## src/rtl/synth_pkg.sv

```systemverilog
// Shared MIDI constants for the synth voice path.
package synth_pkg;
  localparam int MIDI_NOTES = 128;
  localparam int VEL_W      = 7;
  localparam int NOTE_NUM_W = 7;
endpackage

```

## src/rtl/midi_key_map_if.sv

```systemverilog
// Note-event bus into midi_key_map and the key-state outputs it drives.
interface midi_key_map_if #(
  parameter int LINES = synth_pkg::MIDI_NOTES
);
  logic                             note_stb;
  logic                             note_on;
  logic [synth_pkg::NOTE_NUM_W-1:0] note_num;
  logic [synth_pkg::VEL_W-1:0]      note_vel;
  logic                             all_off;
  logic                             sus_in;
  logic [LINES-1:0]                 keys;
  logic [LINES-1:0]                 top_onehot;
  logic                             gate;
  logic                             retrig;

  modport master (
    output note_stb, note_on, note_num, note_vel, all_off, sus_in,
    input  keys, top_onehot, gate, retrig
  );

  modport slave (
    input  note_stb, note_on, note_num, note_vel, all_off, sus_in,
    output keys, top_onehot, gate, retrig
  );
endinterface

```

## src/rtl/midi_key_map_top_bit_isolate.sv

```systemverilog
// Combinational highest-set-bit isolation: y = x & ~(OR of all higher bits of x).
module top_bit_isolate #(
  parameter int LINES = 128
) (
  input  logic [LINES-1:0] x,
  output logic [LINES-1:0] y
);
  logic [LINES-1:0] higher_s;

  // Smear set bits downward so higher_s[i] is set when any bit above i is set
  always_comb begin
    higher_s[LINES-1] = 1'b0;
    for (int i = LINES - 2; i >= 0; i--) begin
      higher_s[i] = higher_s[i+1] | x[i+1];
    end
  end

  assign y = x & ~higher_s;
endmodule

```

## src/rtl/midi_key_map.sv

```systemverilog
// Key bitmap and highest-key tracker for the monophonic voice path.
// Optional feature: define SUSTAIN_EN to enable sustain-pedal handling via sus_in.
module midi_key_map
  import synth_pkg::*;
#(
  parameter int LINES  = MIDI_NOTES,
  parameter int NOTE_W = $clog2(LINES)
) (
  input  logic           clk,
  input  logic           rst_n,
  midi_key_map_if.slave  bus
);
  localparam int IDX_W = (NOTE_W > NOTE_NUM_W) ? NOTE_W : NOTE_NUM_W;

  logic [LINES-1:0] note_mask_s;
  logic [LINES-1:0] held_r;
  logic [LINES-1:0] held_nxt_s;
  logic [LINES-1:0] sus_nxt_s;
  logic [LINES-1:0] keys_r;
  logic [LINES-1:0] iso_s;
  logic [LINES-1:0] top_r;
  logic             gate_r;
  logic             retrig_r;
  logic             note_on_s;
`ifdef SUSTAIN_EN
  logic [LINES-1:0] sus_r;
  logic             pedal_r;
  logic             pedal_d_r;
`endif

  // Note numbers at or above LINES decode to an empty mask, so they change nothing
  always_comb begin
    for (int i = 0; i < LINES; i++) begin
      note_mask_s[i] = (IDX_W'(bus.note_num) == IDX_W'(i));
    end
  end

  assign note_on_s = bus.note_on & (bus.note_vel != {VEL_W{1'b0}});

  // Next held/sustained state; all_off drops any same-cycle note event
  always_comb begin
    held_nxt_s = held_r;
`ifdef SUSTAIN_EN
    sus_nxt_s  = sus_r;
`else
    sus_nxt_s  = {LINES{1'b0}};
`endif
    if (bus.all_off) begin
      held_nxt_s = {LINES{1'b0}};
      sus_nxt_s  = {LINES{1'b0}};
    end else begin
`ifdef SUSTAIN_EN
      if (pedal_d_r & ~pedal_r) begin
        sus_nxt_s = {LINES{1'b0}};
      end else begin
        sus_nxt_s = sus_r;
      end
`endif
      if (bus.note_stb) begin
        if (note_on_s) begin
          held_nxt_s = held_r | note_mask_s;
          sus_nxt_s  = sus_nxt_s & ~note_mask_s;
        end else begin
`ifdef SUSTAIN_EN
          // Only keys actually held move into sustain
          if (pedal_r) begin
            sus_nxt_s = sus_nxt_s | (note_mask_s & held_r);
          end else begin
            sus_nxt_s = sus_nxt_s;
          end
`endif
          held_nxt_s = held_r & ~note_mask_s;
        end
      end else begin
        held_nxt_s = held_r;
      end
    end
  end

  // Key state registers, plus the registered pedal and its previous value
  always_ff @(posedge clk or negedge rst_n) begin
    if (!rst_n) begin
      held_r    <= {LINES{1'b0}};
      keys_r    <= {LINES{1'b0}};
`ifdef SUSTAIN_EN
      sus_r     <= {LINES{1'b0}};
      pedal_r   <= 1'b0;
      pedal_d_r <= 1'b0;
`endif
    end else begin
      held_r    <= held_nxt_s;
      keys_r    <= held_nxt_s | sus_nxt_s;
`ifdef SUSTAIN_EN
      sus_r     <= sus_nxt_s;
      pedal_r   <= bus.sus_in;
      pedal_d_r <= pedal_r;
`endif
    end
  end

  top_bit_isolate #(.LINES(LINES)) u_top_bit_isolate (
    .x (keys_r),
    .y (iso_s)
  );

  // top_onehot, gate and retrig all register from the same keys_r snapshot
  always_ff @(posedge clk or negedge rst_n) begin
    if (!rst_n) begin
      top_r    <= {LINES{1'b0}};
      gate_r   <= 1'b0;
      retrig_r <= 1'b0;
    end else begin
      top_r    <= iso_s;
      gate_r   <= |keys_r;
      retrig_r <= (|iso_s) & (iso_s != top_r);
    end
  end

  assign bus.keys       = keys_r;
  assign bus.top_onehot = top_r;
  assign bus.gate       = gate_r;
  assign bus.retrig     = retrig_r;
endmodule

```

## src/flat_wrapper.sv

```systemverilog
// flat-port wrapper written by rule: the top's interface ports become plain ports
module midi_key_map_flat import synth_pkg::*;
#(
  parameter int LINES  = MIDI_NOTES,
  parameter int NOTE_W = $clog2(LINES)
)
  (clk, rst_n, bus_note_stb, bus_note_on, bus_note_num, bus_note_vel, bus_all_off, bus_sus_in, bus_keys, bus_top_onehot, bus_gate, bus_retrig);
  midi_key_map_if #(.LINES(LINES)) bus_i ();
  input  logic clk;
  input  logic rst_n;
  input wire logic [$bits(bus_i.note_stb)-1:0] bus_note_stb;
  input wire logic [$bits(bus_i.note_on)-1:0] bus_note_on;
  input wire logic [$bits(bus_i.note_num)-1:0] bus_note_num;
  input wire logic [$bits(bus_i.note_vel)-1:0] bus_note_vel;
  input wire logic [$bits(bus_i.all_off)-1:0] bus_all_off;
  input wire logic [$bits(bus_i.sus_in)-1:0] bus_sus_in;
  output wire logic [$bits(bus_i.keys)-1:0] bus_keys;
  output wire logic [$bits(bus_i.top_onehot)-1:0] bus_top_onehot;
  output wire logic [$bits(bus_i.gate)-1:0] bus_gate;
  output wire logic [$bits(bus_i.retrig)-1:0] bus_retrig;
  assign bus_i.note_stb = bus_note_stb;
  assign bus_i.note_on = bus_note_on;
  assign bus_i.note_num = bus_note_num;
  assign bus_i.note_vel = bus_note_vel;
  assign bus_i.all_off = bus_all_off;
  assign bus_i.sus_in = bus_sus_in;
  assign bus_keys = bus_i.keys;
  assign bus_top_onehot = bus_i.top_onehot;
  assign bus_gate = bus_i.gate;
  assign bus_retrig = bus_i.retrig;
  midi_key_map #(.LINES(LINES), .NOTE_W(NOTE_W)) u_core (.clk(clk), .rst_n(rst_n), .bus(bus_i));
endmodule
```

## config.mk

```make
export PLATFORM = sky130hd
export DESIGN_NAME = midi_key_map_flat
export DESIGN_NICKNAME = d
export VERILOG_FILES = /design/src/rtl/synth_pkg.sv /design/src/rtl/midi_key_map_if.sv /design/src/rtl/midi_key_map_top_bit_isolate.sv /design/src/rtl/midi_key_map.sv /design/src/flat_wrapper.sv
export SDC_FILE = /design/constraint.sdc
export NUM_CORES = 1
export LEC_CHECK = 0
export BUFFER_PORTS_ARGS = -buffer_cell sky130_fd_sc_hd__buf_2
export CAP_MARGIN = 20
export CORE_ASPECT_RATIO = 0.5
export CORE_UTILIZATION = 28
export DETAILED_ROUTE_END_ITERATION = 8
export GPL_TIMING_DRIVEN = 0
export PLACE_DENSITY = 0.58
export SYNTH_ARGS = -nofsm -noshare
export SYNTH_HDL_FRONTEND = slang
export SYNTH_SLANG_ARGS = --single-unit
```

## constraint.sdc

```tcl
create_clock -name clk -period 5.4 [get_ports clk]
set_input_delay 0.27 -clock clk [delete_from_list [all_inputs] [get_ports clk]]
set_output_delay 0.27 -clock clk [all_outputs]
set_load 0.02 [all_outputs]
```

; After elaboration in Yosys (flattened, before gate mapping)
; Cells that the tools add are included.
[totals]
inputBits = 20
register_bits = 258
out_inout_bits = 258
elab_cells = 273
[classes]
eq_ne = 128
reduce_logical = 5
muxes = 3
bitwise = 133
[op_table]
columns = operator, n
row1 = "7-bit == test, second input constant", 64
row2 = 128-bit two-way mux, 3
row3 = 128-bit AND, 2
row4 = 128-bit OR reduction, 2
row5 = "7-bit by 6-bit == test with 1-bit output, second input constant", 32
row6 = 128-bit inequality test, 1
row7 = 127-bit NOT with 128-bit output, 1
row8 = 128-bit NOT, 1
row9 = 128-bit OR, 1
row10 = 1-bit OR, 126
row11 = "7-bit by 5-bit == test with 1-bit output, second input constant", 16
row12 = "7-bit by 4-bit == test with 1-bit output, second input constant", 8
row13 = "7-bit by 3-bit == test with 1-bit output, second input constant", 4
row14 = "7-bit by 2-bit == test with 1-bit output, second input constant", 2
row15 = "7-bit by 1-bit == test with 1-bit output, second input constant", 1
row16 = 7-bit logical NOT, 1
row17 = 7-bit nonzero test, 1
row18 = 1-bit AND, 2
row19 = 2-bit nonzero test, 1

; Depth between registers and ports, before layout
[depth]
depth_word = 130
mapped_depth = 14
depth_no_buf = 11

; Modules after synthesis
; A second synthesis with hierarchy kept.
[unflattened]
hier_cells = 1314
hier_area_um2 = 12798.5
[modules_own_cells]
columns = module, cells_per_inst, seq_area_each_um2, area_each_um2, n_inst
row1 = midi_key_map, 1020, 6456.2, 10940.5, 1
row2 = top_bit_isolate, 294, 0.0, 1858.0, 1

; Worst setup path after synthesis
; Ideal clock, no wire load.
[synth_path]
kind = register -> register
startpoint = register u_core.held_r[104] (netlist name)
endpoint = register u_core.retrig_r (netlist: u_core.bus.retrig)
path_slack_ps = 1431
arrival_ps = 3832
stages_incl_launch_ff = 13
n_path_buf = 2
required_time_ps = 5263
setup_ps = 137
period_less_slack_ps = 3969
path_cell_list = dfrtp_1 > or4_4 > or4_4 > or3_1 > buf_6 > or4_1 > buf_2 > or4_1 > o311ai_1 > nand4_1 > a211o_1 > nor4_2 > a31oi_1
[synth_rtl]
columns = element, line
row1 = end signal: assignment, midi_key_map.sv:115  ; retrig_r <= (|iso_s) & (iso_s != top_r);
row2 = end: declaration, midi_key_map.sv:23  ; logic retrig_r;

==> results.md <==
- Leakage power: 8.09 nW
- Adder-cell share of the synthesized area: 0%
- Post-DP Area: 0.0155 sq mm
- Total number of vias: 13.9k
- CP max FO: 9
- Area contributors post-synth: dfrtp_1, nand3_1, o21ai_0, a21oi_1, nor2_1
- Hold Path Origin: bus_note_num[2]
- Outcome: finished, final reports clean
- Core Rows: 55
- Ys async rst share: 100%
- Register bit count reported by yosys: 258
- Worst min path class: in -> reg
- Placer Congestion: 0.961
- Mapped Avg Cell Area: 9.01 sq um
- R2r endpoint: u_core.bus.retrig
- Area of the multi-input gates: 0.00635 sq mm
- Reg2reg path depth: 13
- Synth top area share: 49.2%
- HPWL after detailed placement: 45300 microns
- Area Growth Syn to Fin: 26.7%
- Drt first pass iters: 6
- Critical setup path kind: reg -> reg
- CTS Buf Count: 29
- TritonCTS Sinks: 258
- Final period util: 99.1%
- Worst VDD drop: 0.226 mV
- Synth cell types: 66
- Iter 0 DRT Violations: 1677
- Die outline height: 155 microns
- WP data required: 5810 ps
- Max frequency: 187 MHz
- TritonCTS clock tree: yes
- Remaining antenna violation count: 0
- Largest net degree at the start of global routing: 114
- Initial Util: 28.7%
- CP arrival: 5760 ps
- Via/cell ratio: 5.72
- Overall Power: 4.33 mW
- XOR/XNOR share of the synthesized area: 3.67%
- Post-synth top area cell: dfrtp_1
- Mux share of post-synthesis cell area: 0.305%
- First-pass GRT wire length: 86800 microns
- Chip width: 308 microns
- Post-synthesis sequential area ratio: 49.2%
- Cells after synthesis: 1456
- Via count of the first global-routing pass: 12.8k
- DRC: 0
- Flop2flop setup slack: 50 ps
- Share of cells above drive strength 1: 21.1%
- Avg WL per Cell: 25.1 microns
- Yosys warning count: 0
- CP Capture Type: flop
- Worst slew pin tran: 1310 ps
- Setup TNS Final: 0 ps
- WHS Endpoint: u_core.held_r[96]
- Grt total ovfl: 0
- Slew Limit Fails: 0
- H-tree Lvls: 1
- Number of enable flip-flop cells after synthesis: 0
- Clock-pin slew on the worst setup and hold paths: 60 ps
- Worst Hold Depth: 4
- Worst rel slew slack: 12.2%
- Nets: 1805
- Port-buffer cells: 273
- Worst-skew pair later-pin latency: 570 ps
- Syn Nets: 1476
- RSZ-0062 raised after global routing: no
- Post-Layout Inst Area: 0.0166 sq mm
- Clock root buffer: clkbuf_16
- WL final: 61200 microns
- Max cap viols: 0
- Startpoint types: flop
- Synth Area in Simple Gates: 28.7%
- R2R Path Start: u_core.held_r[104]
- Final clock skew: 11.6 ps
- Largest family of logic cells by synthesized area: simple AND/OR/NAND/NOR gates
- Seq. cell area: 0.00646 sq mm
- Mapped Area: 0.0131 sq mm
- Most used DFF post-synth: dfrtp_1
- Clock period minus worst slack: 5350 ps
- Die ar.: 0.0478 sq mm
- Filler instances: 4747
- Synth Area in Compound Gates: 15.0%
- Antenna violations before repair: 5
- CTS max path bufs: 3
- PwrDens: 260 mW/mm^2
- Core area: 0.0457 sq mm
- Final Hold Vio Count: 0
- Layout Utilization: 36.4%
- GRT Util Overall: 24.6%
- IO Pins: 278
- Final Setup Violations: 0
-- cell usage after synthesis, drive strengths merged, types with 10 or more instances --
library cell / number
clkbuf: 61
nor3: 62
nor2: 112
nor4: 61
nor3b: 11
o21ai: 145
dfrtp: 258
or3: 17
or4: 16
xor2: 21
nand2: 72
xnor2: 34
nand2b: 23
and2: 17
nand4: 23
nand3b: 12
inv: 39
and3: 24
nor2b: 11
a21oi: 135
nand3: 163
and3b: 10
-- state kept, by name (all words and copies together) (netlist names) --
name,count
u_core.bus.gate,1
u_core.bus.retrig,1
u_core.bus.top_onehot,128
u_core.held_r,128
-- cells in the final DEF, fill, tap and decap left out, types with 12 or more instances in the layout --
cell / instances
a21oi_1: 135
and2_1: 17
and3_1: 24
buf_2: 274
buf_6: 15
clkbuf_1: 64
clkbuf_16: 29
dfrtp_1: 258
inv_1: 39
nand2_1: 72
nand2b_1: 23
nand3_1: 163
nand3b_1: 12
nand4_1: 23
nor2_1: 112
nor3_1: 55
nor4_1: 53
o21ai_0: 145
or3_1: 17
or4_1: 14
xnor2_1: 34
xor2_1: 21
-- stage by stage --
| step | hold WS, ps | setup WS [ps] | cells |
|---|---|---|---|
| 2_1_floorplan | -25.6 | 1430 | 1456 |
| 4_1_cts | 121 | 35.7 | 2429 |
| 6_report | 138 | 47.7 | 2436 |
| 5_1_grt | 155 | 4.26 | 2432 |
| 3_5_place_dp | 301 | -1040 | 2373 |
| 3_3_place_gp | 545 | -1050 | 2356 |
-- metal layers --
layer	wire length [microns]	track usage, %	part of all wire (%)	vias to the layer above
met1	23200	30.3	38	6862
met3	6070	6.54	9.9	207
met5	9	0	0.015	-
met2	28500	40.0	47	795
met4	3360	12.5	5.5	2
li1	-	-	-	6069
-- cell families (layout without fill, tap and decap cells) --
| kind of cell | Yosys count | after routing |
|---|---|---|
| flops | 258 | 258 |
| simple gates | 682 | 682 |
| other cells | 0 | 4 |
| buf+inv | 106 | 455 |
| mux | 4 | 4 |
| compound gates | 351 | 351 |
| xor+xnor | 55 | 55 |
-- worst max-delay path, stage by stage, from the launching register on --
cell	delay, ps
dfrtp_1	450
or4_4	600
or4_4	530
or3_1	400
buf_6	170
or4_1	500
buf_2	210
or4_1	510
o311ai_1	120
buf_2	280
nand4_1	480
a211o_1	500
nor4_2	290
a31oi_1	140
-- worst max path at each step --
stage / startpoint / end / slack [ps] / cells past startpoint
after floorplan: u_core.held_r[104] / u_core.bus.retrig / 1430 / 12
after global placement: u_core.held_r[125] / u_core.bus.retrig / -1050 / 12
after detailed placement: u_core.held_r[125] / u_core.bus.retrig / -1040 / 12
after CTS: u_core.held_r[70] / u_core.bus.retrig / 40 / 12
after global routing: u_core.held_r[116] / u_core.bus.retrig / 4 / 12
final: u_core.held_r[104] / u_core.bus.retrig / 50 / 13
-- final cells by class --
type	instances	share of cell area [%]
clock buffer	41	5.06
timing repair buffer	298	9.96
buffer	66	1.63
sequential	258	38.8
clock inverter	10	0.625
multi-input combinational	1092	38.2
antenna	4	0.0602
tap	627	4.72
inverter	40	0.903
-- repair_timing --
item	CTS	global route
pin swaps	3	1
setup endpoints to repair	1	1
hold buffers	1	0
buffers inserted	4	2
gates resized for setup	11	4
endpoints found under the hold margin	74	0
-- power breakdown --
group / switching [mW] / internal (mW) / total, mW
Combinational: 0.291 / 0.0794 / 0.370
Clock: 0.839 / 1.17 / 2.01
Sequential: 0.00683 / 1.94 / 1.95
Total: 1.14 / 3.19 / 4.33
No activity file was read; power rests on OpenSTA's default activity.
